<file path="src/rtl/async_fifo_wr_gen.sv">
// async_fifo_wr_gen: write-side burst generator for an asynchronous FIFO.
// Accepts a burst request (length + seed), then writes req_len incrementing
// data words into the FIFO, stalling while full is high. A burst may be
// aborted; done pulses once at the end and aborted qualifies it.
//
// Ports:
//   wr_clk, wr_rstn        write-domain clock, async active-low reset
//   req_valid/req_ready    request handshake (ready while idle)
//   req_len, req_seed      burst length and first data word
//   abort                  synchronous burst abort (honoured only in BURST)
//   full                   FIFO full flag, write domain
//   wr_en, wr_data         FIFO write port (wr_en combinational from full)
//   busy, done, aborted    status: burst active, completion pulse, abort flag
//   word_count, stall_count  (only with WR_GEN_STATS_EN) saturating counters
//
// Optional feature macro: WR_GEN_STATS_EN adds the statistics counters.
module async_fifo_wr_gen #(
  parameter int unsigned WIDTH = 8,
  parameter int unsigned LEN_W = 5
) (
  input  logic             wr_clk,
  input  logic             wr_rstn,
  input  logic             req_valid,
  output logic             req_ready,
  input  logic [LEN_W-1:0] req_len,
  input  logic [WIDTH-1:0] req_seed,
  input  logic             abort,
  input  logic             full,
  output logic             wr_en,
  output logic [WIDTH-1:0] wr_data,
  output logic             busy,
  output logic             done,
`ifdef WR_GEN_STATS_EN
  output logic [15:0]      word_count,
  output logic [15:0]      stall_count,
`endif
  output logic             aborted
);

  typedef enum logic [1:0] {
    IDLE  = 2'd0,
    BURST = 2'd1,
    DONE  = 2'd2
  } state_e;

  state_e             state_q, state_d;
  logic [LEN_W-1:0]   remaining_q, remaining_d;
  logic [WIDTH-1:0]   data_q, data_d;
  logic               aborted_q, aborted_d;

  // Status outputs decode directly from the state register.
  assign req_ready = (state_q == IDLE);
  assign busy      = (state_q == BURST);
  assign done      = (state_q == DONE);
  assign aborted   = aborted_q;
  assign wr_data   = data_q;
  // Write enable follows full in the same cycle so a stall costs no extra cycle.
  assign wr_en     = (state_q == BURST) && !full;

  // Next-state and datapath update.
  always_comb begin
    state_d     = state_q;
    remaining_d = remaining_q;
    data_d      = data_q;
    aborted_d   = aborted_q;
    case (state_q)
      IDLE: begin
        if (req_valid) begin
          remaining_d = req_len;
          data_d      = req_seed;
          aborted_d   = 1'b0;
          state_d     = (req_len != LEN_W'(0)) ? BURST : DONE;
        end
      end
      BURST: begin
        if (wr_en) begin
          data_d      = data_q + WIDTH'(1);
          remaining_d = remaining_q - LEN_W'(1);
          if (remaining_q == LEN_W'(1)) state_d = DONE;
        end
        // Abort wins the state, but a coincident write above still counts.
        if (abort) begin
          state_d   = DONE;
          aborted_d = 1'b1;
        end
      end
      DONE:    state_d = IDLE;
      default: state_d = IDLE;
    endcase
  end

  // State and datapath registers.
  always_ff @(posedge wr_clk or negedge wr_rstn) begin
    if (!wr_rstn) begin
      state_q     <= IDLE;
      remaining_q <= '0;
      data_q      <= '0;
      aborted_q   <= 1'b0;
    end else begin
      state_q     <= state_d;
      remaining_q <= remaining_d;
      data_q      <= data_d;
      aborted_q   <= aborted_d;
    end
  end

`ifdef WR_GEN_STATS_EN
  localparam int unsigned CNT_W = 16;

  logic [CNT_W-1:0] word_cnt_q, word_cnt_d;
  logic [CNT_W-1:0] stall_cnt_q, stall_cnt_d;

  // Saturating write and stall counters.
  always_comb begin
    word_cnt_d  = word_cnt_q;
    stall_cnt_d = stall_cnt_q;
    if (wr_en && (word_cnt_q != '1)) word_cnt_d = word_cnt_q + CNT_W'(1);
    if ((state_q == BURST) && full && (stall_cnt_q != '1))
      stall_cnt_d = stall_cnt_q + CNT_W'(1);
  end

  always_ff @(posedge wr_clk or negedge wr_rstn) begin
    if (!wr_rstn) begin
      word_cnt_q  <= '0;
      stall_cnt_q <= '0;
    end else begin
      word_cnt_q  <= word_cnt_d;
      stall_cnt_q <= stall_cnt_d;
    end
  end

  assign word_count  = word_cnt_q;
  assign stall_count = stall_cnt_q;
`endif

endmodule

</file>
<file path="config.mk">
export PLATFORM = sky130hd
export DESIGN_NAME = async_fifo_wr_gen
export DESIGN_NICKNAME = d
export VERILOG_FILES = /design/src/rtl/async_fifo_wr_gen.sv
export SDC_FILE = /design/constraint.sdc
export NUM_CORES = 1
export LEC_CHECK = 0
export BUFFER_PORTS_ARGS = -buffer_cell sky130_fd_sc_hd__buf_4
export CORE_ASPECT_RATIO = 1.1
export CORE_UTILIZATION = 30
export CTS_BUF_LIST = sky130_fd_sc_hd__clkbuf_8
export DETAILED_ROUTE_END_ITERATION = 12
export PLACE_DENSITY_LB_ADDON = 0.25
export REMOVE_ABC_BUFFERS = 1
export SYNTH_ARGS = -nofsm -noshare
export SYNTH_HDL_FRONTEND = slang
export SYNTH_SLANG_ARGS = --single-unit
</file>
<file path="constraint.sdc">
create_clock -name wr_clk -period 2.45 [get_ports wr_clk]
set_input_delay 0.245 -clock wr_clk [delete_from_list [all_inputs] [get_ports wr_clk]]
set_output_delay 0.245 -clock wr_clk [all_outputs]
set_load 0.02 [all_outputs]
</file>
==> run summary <==
The flow ran to the end, and the final reports show no timing, DRC or antenna violations. The detailed router placed 936 vias in this run. The final worst-path cycle share is 0.704. Power density of the placed cells: 1420 mW/mm^2. Class of the tightest hold or removal check: in -> reg. The run gives 0 as the detailed-route DRC error count. Leading register cell type out of synthesis: dfrtp_1. STA classifies the critical path endpoint as an output port. The clock latency on the worst-skew pair was 250 ps; the number of endpoints failing setup at the final stage was 0. For this run the aggregate overflow at the end of global routing stands at 0. The maximum fanout along the worst path came out at 31. The routed design could run at a clock period as short as 1720 ps. With fillers left out, the area of the finished cells amounts to 0.00125 sq mm. The post-DP HPWL came out at 1.72 mm. The number of buffers added to fix hold violations after cts was 1; the number of fillers in the final layout was 311. The top-area cell type share of the netlist area came out at 0.419.

Counting flops with a built-in enable in the synthesized netlist gives 0. The area growth from synthesis to layout is 31.2%. For this design, the sink count on the clock tree is 16.

Once placement finished, the instance area stood at 0.00119 sq mm. Summing all multi-input logic gate instances after layout gives 498 sq um. The tools report the initial cell density of the core as 0.314.

Number of gates resized after cts: 0. Setup repair after global routing left no endpoint under its margin. TritonCTS built the clock tree. Share of flip-flops with an asynchronous set or reset: 1.00. For the worst setup path, the data arrival time is 1480 ps. For the achievable frequency, the log shows 0.580 GHz. From bottom edge to top edge, the die measures 61.2 um.

0 antenna diodes ended up in the layout. The critical path launch point type is a flop. Summed over all instances, the cell type with the most area after synthesis is dfrtp_1. The worst relative slew slack was 0.700.

Full die area: 0.00342 sq mm. Number of nets in the finished design: 167. In this run, the number of DRC markers left after iteration 0 of detailed routing was 35. The number of slew-limit violations in the final report is 0. The leakage power figure is 0.000557 uW, and the routed length per placed instance is 13.1 um. Number of buffers on the longest clock path: 2.

Counting distinct cell types in the post-synthesis netlist gives 26. The count of nets left with antenna violations once routing finished came out at 0. Synthesis produced a netlist whose cell count is 115. Yosys printed 0 warnings. 31 I/O pins were placed.

By count the netlist is led by a21oi_1, dfrtp_1, nand2_1, nor2_1, o21ai_0. Core footprint: 0.00305 sq mm. For the number of antenna violations at the first check in global routing, the log shows 0. After clock tree synthesis, the clock-pin slew on the worst setup and hold paths is 70 ps. The transition at the pin with the smallest max-transition slack came out at 450 ps. The synthesized design contains 16 register bits.

The average instance area after synthesis is 8.31 sq um. The first-pass iteration count of the detailed router was 5; the maximum ir drop on the vdd rail was 0.000653 V. In this run the cell area of the synthesized design comes to 956 sq um.

The H-tree depth reported by CTS is 1. The floorplan step set the die width to 55.8 um. The completed layout was analyzed and its total power is 1780 uW. The most frequent cell after synthesis is a21oi_1.

The global-route total usage across every layer was 0.152; the required time of the critical path was 2200 ps. The share of the yosys chip area belonging to registers was 0.419; the register cell area after layout was 400 sq um. The maximum number of pins on one net before global-route repair was 32; the number of buffers inserted by port buffering was 30. The final layout contains routed wiring with a total length of 2.35 mm. In the final timing run, aggregate negative setup slack is 0 ps. The buffers inserted during post-CTS setup optimization is 0. The via count of the first global-routing pass was 911; the final number of hold-violating endpoints was 0. The wire length of the first global-routing pass came out at 4.00 mm.

The tools report the row count as 21. The run gives 0.411 as the post-layout utilization of the core. The detail-routed via count per cell is 5.23.

The critical path is of the reg -> out type. The number of clock buffers inserted by TritonCTS was 3. Max-cap violations in this run came to 0. The run gives 6.39 ps as the clock skew. The routability congestion estimate was 0.823; the proportion of layout cells with a drive suffix above 1 was 0.262. The clock tree root buffer cell was clkbuf_8. By area the synthesized netlist is led by dfrtp_1, a21oi_1, nand2_1, o21ai_0, ha_1.
[power by group]
part | switching [uW] | internal, uW
Clock | 99.3 | 143
Sequential | 161 | 398
Combinational | 566 | 410
[critical path: stages, from the launching register on]
cell	delay, ps
dfrtp_1	450
inv_2	120
nand2_4	70
inv_2	350
buf_4	230
[path summary, 6_finish.rpt]
kind / from / to / slack, ps / depth (start not counted)
setup / recovery: state_q[1] / busy / 730 / 4
hold / removal: req_seed[1] / wr_data[1] / 250 / 3
setup reg to reg: state_q[1] / wr_data[4] / 950 / 6
hold reg to reg: remaining_q[3] / remaining_q[3] / 560 / 2
max in group asynchronous: wr_rstn / remaining_q[1] / 1870 / 2
min in group asynchronous: wr_rstn / wr_data[5] / 390 / 2
[placed cells by master (no fill, tap or decap), types with 4 or more instances in the layout]
cell / synthesis / layout
dfrtp_1: 16 / 16
a21oi_1: 22 / 22
nor2_1: 9 / 9
o21ai_0: 8 / 8
nand2_1: 11 / 11
nand2b_1: 5 / 5
buf_4: 0 / 31
nand4_1: 4 / 4
nand3_1: 6 / 6
clkbuf_8: 0 / 4
[state kept, by name (all words and copies together), names as in the netlist]
name and flops:
wr_data 8, remaining_q 5, state_q 2, aborted 1
[cell type report]
cell class,count,area share
Clock buffer,4,0.0439
Inverter,4,0.0120
Multi-Input combinational cell,89,0.397
Sequential cell,16,0.319
Tap cell,34,0.0339
Timing Repair Buffer,32,0.194
[cell families (layout without fill, tap and decap cells)]
kind of cell	count (synthesis)	in the layout	share of synthesized area
AND/OR/NAND/NOR	41	41	0.213
multiplexers	1	1	0.0105
AO/OA/AOI/OAI	44	44	0.258
flip-flops	16	16	0.419
adder cells (fa/ha/maj)	3	3	0.0393
buffers and inverters	10	40	0.0602
[routing by layer]
| layer | wire length [um] | vias to the layer above | track usage |
|---|---|---|---|
| li1 | - | 474 | - |
| met1 | 1060 | 426 | 0.176 |
| met2 | 1140 | 34 | 0.277 |
| met3 | 141 | 2 | 0.0525 |
| met4 | 13 | 0 | 0.0348 |
| met5 | 0 | - | 0 |
[stage by stage]
stage	hold WS [ps]	cells	setup slack (ps)
floorplan	-50.6	109	667
global placement	124	174	1010
detailed placement	125	174	968
CTS	248	179	734
global route	261	179	622
finish	253	179	726
(Power assumes the default switching activity.)
